--- src/rtl/seq_max.sv ---
// seq_max: streaming per-frame maximum, first-argmax and length finder; define SEQ_MAX_SIGNED_EN for signed comparison
module seq_max #(
  parameter int WIDTH = 16,
  parameter int MAX_LEN = 16,
  localparam int IDX_W = ($clog2(MAX_LEN) > 1) ? $clog2(MAX_LEN) : 1,
  localparam int CNT_W = $clog2(MAX_LEN + 1)
) (
  input  logic             clk,
  input  logic             rst,
  input  logic             in_valid,
  output logic             in_ready,
  input  logic [WIDTH-1:0] in_data,
  input  logic             in_last,
  output logic             out_valid,
  input  logic             out_ready,
  output logic [WIDTH-1:0] out_max,
  output logic [IDX_W-1:0] out_idx,
  output logic [CNT_W-1:0] out_cnt
);
  typedef enum logic [1:0] {IDLE, ACC, DONE} state_t;
  localparam logic [CNT_W-1:0] LIMIT = CNT_W'(MAX_LEN);
  state_t state_q;
  logic [WIDTH-1:0] max_q, max_d, out_max_q;
  logic [IDX_W-1:0] idx_q, idx_d, out_idx_q;
  logic [CNT_W-1:0] cnt_q, cnt_d, out_cnt_q;
  logic gt, close_d;
  assign in_ready  = state_q != DONE;
  assign out_valid = state_q == DONE;
  assign out_max   = out_max_q;
  assign out_idx   = out_idx_q;
  assign out_cnt   = out_cnt_q;
  // Accumulator values if the presented word is accepted; first word of a frame seeds them
  always_comb begin
`ifdef SEQ_MAX_SIGNED_EN
    gt = $signed(in_data) > $signed(max_q);
`else
    gt = in_data > max_q;
`endif
    max_d   = (state_q == IDLE || gt) ? in_data : max_q;
    idx_d   = (state_q == IDLE) ? '0 : gt ? cnt_q[IDX_W-1:0] : idx_q;
    cnt_d   = (state_q == IDLE) ? CNT_W'(1) : cnt_q + CNT_W'(1);
    close_d = in_last || cnt_d == LIMIT;
  end
  // Frame FSM: accumulate beats, latch the result on the closing beat, hold it until consumed
  always_ff @(posedge clk or posedge rst) begin
    if (rst) begin
      state_q   <= IDLE;
      max_q     <= '0;
      idx_q     <= '0;
      cnt_q     <= '0;
      out_max_q <= '0;
      out_idx_q <= '0;
      out_cnt_q <= '0;
    end else if (state_q == DONE) begin
      if (out_ready) state_q <= IDLE;
    end else if (in_valid) begin
      max_q   <= max_d;
      idx_q   <= idx_d;
      cnt_q   <= cnt_d;
      state_q <= close_d ? DONE : ACC;
      if (close_d) begin
        out_max_q <= max_d;
        out_idx_q <= idx_d;
        out_cnt_q <= cnt_d;
      end
    end
  end
endmodule

--- config.mk ---
export PLATFORM = sky130hd
export DESIGN_NAME = seq_max
export DESIGN_NICKNAME = d
export VERILOG_FILES = /design/src/rtl/seq_max.sv
export SDC_FILE = /design/constraint.sdc
export NUM_CORES = 1
export LEC_CHECK = 0
export BUFFER_PORTS_ARGS = -buffer_cell sky130_fd_sc_hd__buf_2
export CAP_MARGIN = 25
export CORE_UTILIZATION = 49
export DETAILED_ROUTE_END_ITERATION = 8
export GPL_TIMING_DRIVEN = 0
export PLACE_DENSITY = 0.73
export RECOVER_POWER = 100
export SKIP_CTS_REPAIR_TIMING = 1
export SLEW_MARGIN = 0
export SYNTH_ARGS = -nofsm -noshare
export SYNTH_HDL_FRONTEND = slang
export SYNTH_SLANG_ARGS = --single-unit
--- constraint.sdc ---
create_clock -name clk -period 2.49 [get_ports clk]
set_clock_uncertainty 0.05 [all_clocks]
set_input_delay 0.1245 -clock clk [delete_from_list [all_inputs] [get_ports clk]]
set_output_delay 0.1245 -clock clk [all_outputs]
set_load 0.02 [all_outputs]
==> summary.txt, run 1 <==
Die
  • Die ar.: 6130 sq um
  • Row count: 27
  • I/O pin total: 48
  • Core ar.: 5570 sq um
  • Initial Util: 51.2%
  • Die width: 78.3 um
  • Die H: 78.3 um

Routing
  • Routed vias/inst: 5.58
  • Drt wl/cell: 15.2 um
  • DRT iter0 DRCs: just over 80
  • Pre-antenna DRT Iters: 5
  • Detail Route Antenna Nets: 0
  • Vias: 2446
  • DRT Wirelength: between 6 and 7 mm
  • # DRC: 0

Clock network
  • Root buffer cell: clkbuf_8
  • Worst skew pair latency: about 0.31 ns
  • TritonCTS sink count: 52
  • CTS tree: done
  • Total CTS buffers: 5
  • H-tree depth: 2
  • CTS max path bufs: 2
  • Clk pin slew, worst setup/hold paths: ~0.10 ns

Hold path
  • WHS Endpoint: max_q[0]$_DFFE_PP0P_
  • Hold Crit Class: input port to flop
  • Hold Path Depth: 2
  • Hold Crit Start: in_data[0]

STA
  • Min Clock Period, post-route: 2.40 ns
  • Setup violations, final: 0
  • RSZ-0062 raised after global routing: true
  • Worst slew margin: 41.7%
  • Final worst path period share: 96.4%
  • Fmax: 416 MHz
  • Hold Vio Cnt, Final: 0
  • Worst Max-Slew Pin Slew: between 0.8 and 0.9 ns
  • Setup ws final: approximately 0.089 ns
  • Max Transition Viols Final: 0

Run
  • Max-Cap Viols: 0

Global routing
  • Largest net degree at the start of global routing: 31
  • Remaining global-route overflow: 0
  • Antenna violations before repair: 0
  • Total GRT Usage: 22.0%
  • Vias in the first global route: 2244
  • First-pass GRT wire length: roughly 11 mm

Yosys
  • Cell area after synthesis: 2850 sq um
  • Number of synthesized flops with an enable pin: 0
  • Mapped Cells: 298
  • Primary FF master, synth: dfrtp_1
  • Asr flop ratio synth: 100%
  • Sequential area share after synthesis: 45.6%
  • Warnings from Yosys: 0
  • #FFs+latches synth: 52
  • Syn nets: 336
  • Yosys cell types: 43
  • Avg Synthesized Cell Area: 9.58 sq um

Outcome
  • Status: finished, final reports clean

Finish
  • Share of layout cells above drive strength 1: a little under 20%
  • Area grow syn2layout: 21.9%
  • # diodes: 0
  • Final Core Density: 62.4%
  • Nets@finish: about 400

Critical path
  • CP Max Fanout: 8
  • Crit. End Element: flop
  • WS Path Type: flop to flop
  • WP data arrival: 2.55 ns
  • Crit start category: flop
  • Worst r2r path cells: 9
  • Worst reg2reg path startpoint: max_q[5]$_DFFE_PP0P_
  • Worst Path Required: 2.64 ns
  • Reg2reg end: max_q[9]$_DFFE_PP0P_
  • Reg2Reg Setup Slack: between 0.08 and 0.09 ns

Power and ir drop
  • PD cells: 1170 nW/um^2
  • Pleak: 1.58 nW
  • Peak VDD IR: 570 uV

Placed design
  • Post-DP HPWL: 4.54 mm
  • Port Buffers: 46
  • Gp weighted congestion: 0.793
  • Dpl ws: -0.228 ns
==> Yosys cell counts, drive strengths merged (6+ instances only) <==
cell type / number / share of area, %
dfrtp: 52 / 46
nand3: 30 / 5.7
inv: 25 / 3.3
nor2: 23 / 3.0
o21ai: 22 / 3.9
nand2: 19 / 2.5
ha: 17 / 7.5
mux2: 17 / 6.7
a31oi: 16 / 3.5
a21oi: 10 / 1.8
buf: 9 / 1.8
clkbuf: 9 / 1.2
and3: 6 / 1.3
==> per-stage QoR <==
step | cell area [sq um] | hold slack, ns | TNS (ns) | std cells | power, mW
detailed placement | 3190 | 0.131 | -4.12 | 417 | 3.29
global route | 3480 | 0.0105 | -0.626 | 438 | 4.35
floorplan | 2850 | 0.206 | 0 | 298 | 2.77
finish | 3480 | 0.0101 | 0 | 438 | 4.06
global placement | 3170 | 0.328 | -3.36 | 416 | 3.23
CTS | 3310 | -0.210 | -4.63 | 425 | 3.88
==> cell usage in the layout (no fill, tap or decap), drive strengths merged, types with 6 or more instances in the layout <==
| cell type | n |
|---|---|
| buf | 41 |
| and3 | 6 |
| ha | 17 |
| a21oi | 10 |
| dfrtp | 52 |
| inv | 25 |
| nand3 | 30 |
| nand2 | 19 |
| nor2 | 23 |
| clkbuf | 41 |
| o21ai | 22 |
| a31oi | 16 |
| mux2 | 17 |
==> flip-flops by register name, summed over array words and instances (netlist names) <==
register and flops:
max_q 16, out_max 16, cnt_q 5, out_cnt 5, idx_q 4, out_idx 4
state_q 2
==> worst max path at each step <==
stage,startpoint,end,depth (start not counted)
floorplan,max_q[15]$_DFFE_PP0P_,max_q[0]$_DFFE_PP0P_,9
global placement,max_q[15]$_DFFE_PP0P_,out_max[9]$_DFFE_PP0P_,9
detailed placement,max_q[15]$_DFFE_PP0P_,out_max[2]$_DFFE_PP0P_,9
CTS,max_q[15]$_DFFE_PP0P_,out_max[2]$_DFFE_PP0P_,9
global route,max_q[4]$_DFFE_PP0P_,max_q[4]$_DFFE_PP0P_,9
finish,max_q[5]$_DFFE_PP0P_,max_q[9]$_DFFE_PP0P_,9
==> routing by layer <==
metal	track usage (%)	up-vias	part of all wire (%)
met2	39.8	46	52
met3	3.84	6	3.6
met1	26.5	1201	43
met4	7.04	0	1.0
met5	0	-	0
li1	-	1193	-
==> critical path, stage by stage, from the launching register on <==
cell and delay (ns):
dfrtp_1 0.38, inv_1 0.08, ha_4 0.27, nand4_1 0.15, nor4_4 0.31, a21boi_2 0.22, nand3b_4 0.17, nand3_4 0.16
clkbuf_16 0.20, mux2_1 0.30
==> cell families after synthesis <==
| family | Yosys count | synth area share (%) |
|---|---|---|
| AO/OA/AOI/OAI | 68 | 15.3 |
| XOR/XNOR | 1 | 0.307 |
| adder cells (fa/ha/maj) | 17 | 7.45 |
| buffers and inverters | 43 | 6.27 |
| flip-flops | 52 | 45.6 |
| multiplexers | 19 | 7.41 |
| AND/OR/NAND/NOR | 98 | 17.7 |
==> cell type report <==
type	count	area (sq um)
fill	470	2100
multi-input combinational	203	1460
sequential	52	1300
timing repair buffer	62	335
inverter	25	93.8
buffer	16	91.3
tap	72	90.1
clock buffer	5	68.8
clock inverter	3	42.5
==> where the power goes <==
group	switching, mW	leakage, nW	internal, mW
Combinational	1.14	0.911	0.836
Sequential	0.266	0.618	1.22
Clock	0.294	0.0541	0.298
Total	1.70	1.58	2.36
No activity file was read; power rests on OpenSTA's default activity.
==> run 2, diff against run 1 <==
--- a/config.mk
+++ b/config.mk
@@ -8,6 +8,7 @@
 export BUFFER_PORTS_ARGS = -buffer_cell sky130_fd_sc_hd__buf_2
 export CAP_MARGIN = 25
 export CORE_UTILIZATION = 49
+export CTS_BUF_LIST = sky130_fd_sc_hd__clkbuf_4
 export DETAILED_ROUTE_END_ITERATION = 8
 export GPL_TIMING_DRIVEN = 0
 export PLACE_DENSITY = 0.73
==> run 2 against run 1 <==
Net effect:
- global-route usage decreased by 0.075 points
- sequential cell count is the same
- count of clock-buffer cells in the layout is the same
- final cell count rose by 3.9%
- highest routed layer unchanged
==> summary.txt, run 2 (synthesized netlist as in run 1, its figures left out) <==
Critical path
  • CP Depth: 9
  • CP Max Fanout: 8
  • CP bufs+invs: 2
  • Crit start category: flop
  • WS Path Type: flop to flop
  • Crit-path max cell delay: about 0.41 ns
  • Worst Path Required: 2.72 ns
  • WP data arrival: approximately 2.7 ns
  • Reg2Reg Setup Slack: 0.07 ns
  • Slowest cell on crit path: dfrtp_1
  • Crit. End Element: flop
  • Worst r2r path cells: 9
  • Worst path cell trace: inv_2 -> ha_4 -> nand4_1 -> nor4_4 -> a21boi_2 -> nand3b_4 -> nand3_4 -> clkbuf_16 -> mux2_1
  • Worst path top cell family by delay: simple AND/OR/NAND/NOR gates

STA
  • Setup violations, final: 0
  • Min Clock Period, post-route: 2.42 ns
  • Worst slew margin: 41.8%
  • Final worst path period share: 97.1%
  • RSZ-0062 raised after global routing: true
  • Worst Max-Slew Pin Slew: between 0.8 and 0.9 ns
  • Hold Vio Cnt, Final: 0
  • Max Transition Viols Final: 0
  • Final setup TNS: 0 ns
  • Fmax: 413 MHz

Power and ir drop
  • Pleak: 1.66 nW
  • Peak VDD IR: 683 uV
  • PD cells: 1110 nW/um^2
  • Final total power: 4.02 mW

Global routing
  • Antenna violations before repair: 0
  • Remaining global-route overflow: 0
  • Vias in the first global route: roughly 2300
  • Largest net degree at the start of global routing: 31
  • Total GRT Usage: 22.0%
  • First-pass GRT wire length: ~10 mm

Placed design
  • DP Cell Count: 417
  • Port Buffers: 46
  • Gp weighted congestion: ~0.79
  • Post-DP HPWL: 4.54 mm

Finish
  • Most common cell after layout, fill and taps aside: dfrtp_1
  • Nets@finish: 420
  • Area grow syn2layout: 27.1%
  • # diodes: 0
  • Most frequent cells in the layout: dfrtp_1 (52), clkbuf_1 (31), nand3_1 (28)
  • Share of layout cells above drive strength 1: about a fifth
  • Final Core Density: 65.1%
  • Fin cells: 455

Outcome
  • Status: finished, final reports clean

Routing
  • Drt wl/cell: 15.5 um
  • Routed vias/inst: 5.50
  • Vias: about 2500
  • DRT iter0 DRCs: 87
  • # DRC: 0
  • Detail Route Antenna Nets: 0
  • DRT Wirelength: ~7 mm
  • Pre-antenna DRT Iters: 4

Clock network
  • TritonCTS sink count: 52
  • H-tree depth: 2
  • Root buffer cell: clkbuf_4
  • Clk pin slew, worst setup/hold paths: 0.15 ns
  • CTS tree: done
  • Worst skew pair latency: 0.38 ns
  • CTS max path bufs: 2
  • Total CTS buffers: 5

Run
  • Max-Cap Viols: 0

Die
  • Die ar.: 6130 sq um
  • Core ar.: between 5000 and 6000 sq um
  • Die H: 78.3 um
  • Die width: 78.3 um
  • Initial Util: 51.2%
  • Row count: 27
  • I/O pin total: 48

Hold path
  • Hold Path Depth: 3
  • Hold Crit Class: input port to flop
## run 2: path summary, 6_finish.rpt
kind,start,end
setup reg to reg,max_q[6]$_DFFE_PP0P_,max_q[7]$_DFFE_PP0P_
hold reg to reg,out_cnt[0]$_DFFE_PP0P_,out_cnt[0]$_DFFE_PP0P_
setup / recovery,max_q[6]$_DFFE_PP0P_,max_q[7]$_DFFE_PP0P_
min in group asynchronous,rst,out_max[2]$_DFFE_PP0P_
hold / removal,out_ready,state_q[1]$_DFFE_PP0P_
max in group asynchronous,rst,out_max[14]$_DFFE_PP0P_
## run 2: final cells by class
class	instances	area [sq um]
multi-input combinational	203	1460
clock inverter	3	42.5
timing repair buffer	79	507
clock buffer	5	37.5
fill	447	1950
sequential	52	1300
buffer	16	91.3
inverter	25	93.8
tap	72	90.1
## run 2: metal layers
metal  vias up  GRT usage, %  wire length, um
met5         -             0                0
met4         0          6.67              104
met3        12          4.30              291
met2        62          39.3             3610
met1      1199          26.6             3030
li1       1231             -                -
## run 2: through the flow
step,worst slack (ns),cell area [sq um],hold WS [ns]
finish,0.0712,3630,0.0123
detailed placement,-0.228,3190,0.131
global route,-0.0358,3630,0.0262
global placement,-0.219,3170,0.328
CTS,-0.250,3270,-0.299
floorplan,0.129,2850,0.206
## run 2: report_power, final
group / switching, mW / internal, mW / leakage, nW
Sequential: 0.271 / 1.22 / 0.618
Combinational: 1.17 / 0.866 / 1.00
Clock: 0.284 / 0.210 / 0.0412
Total: 1.72 / 2.30 / 1.66
## run 2: worst min-delay path: cells and delay by family
kind            cells  cell delay [ns]
simple gates        1             0.06
compound gates      1             0.14
buf+inv             1             0.10
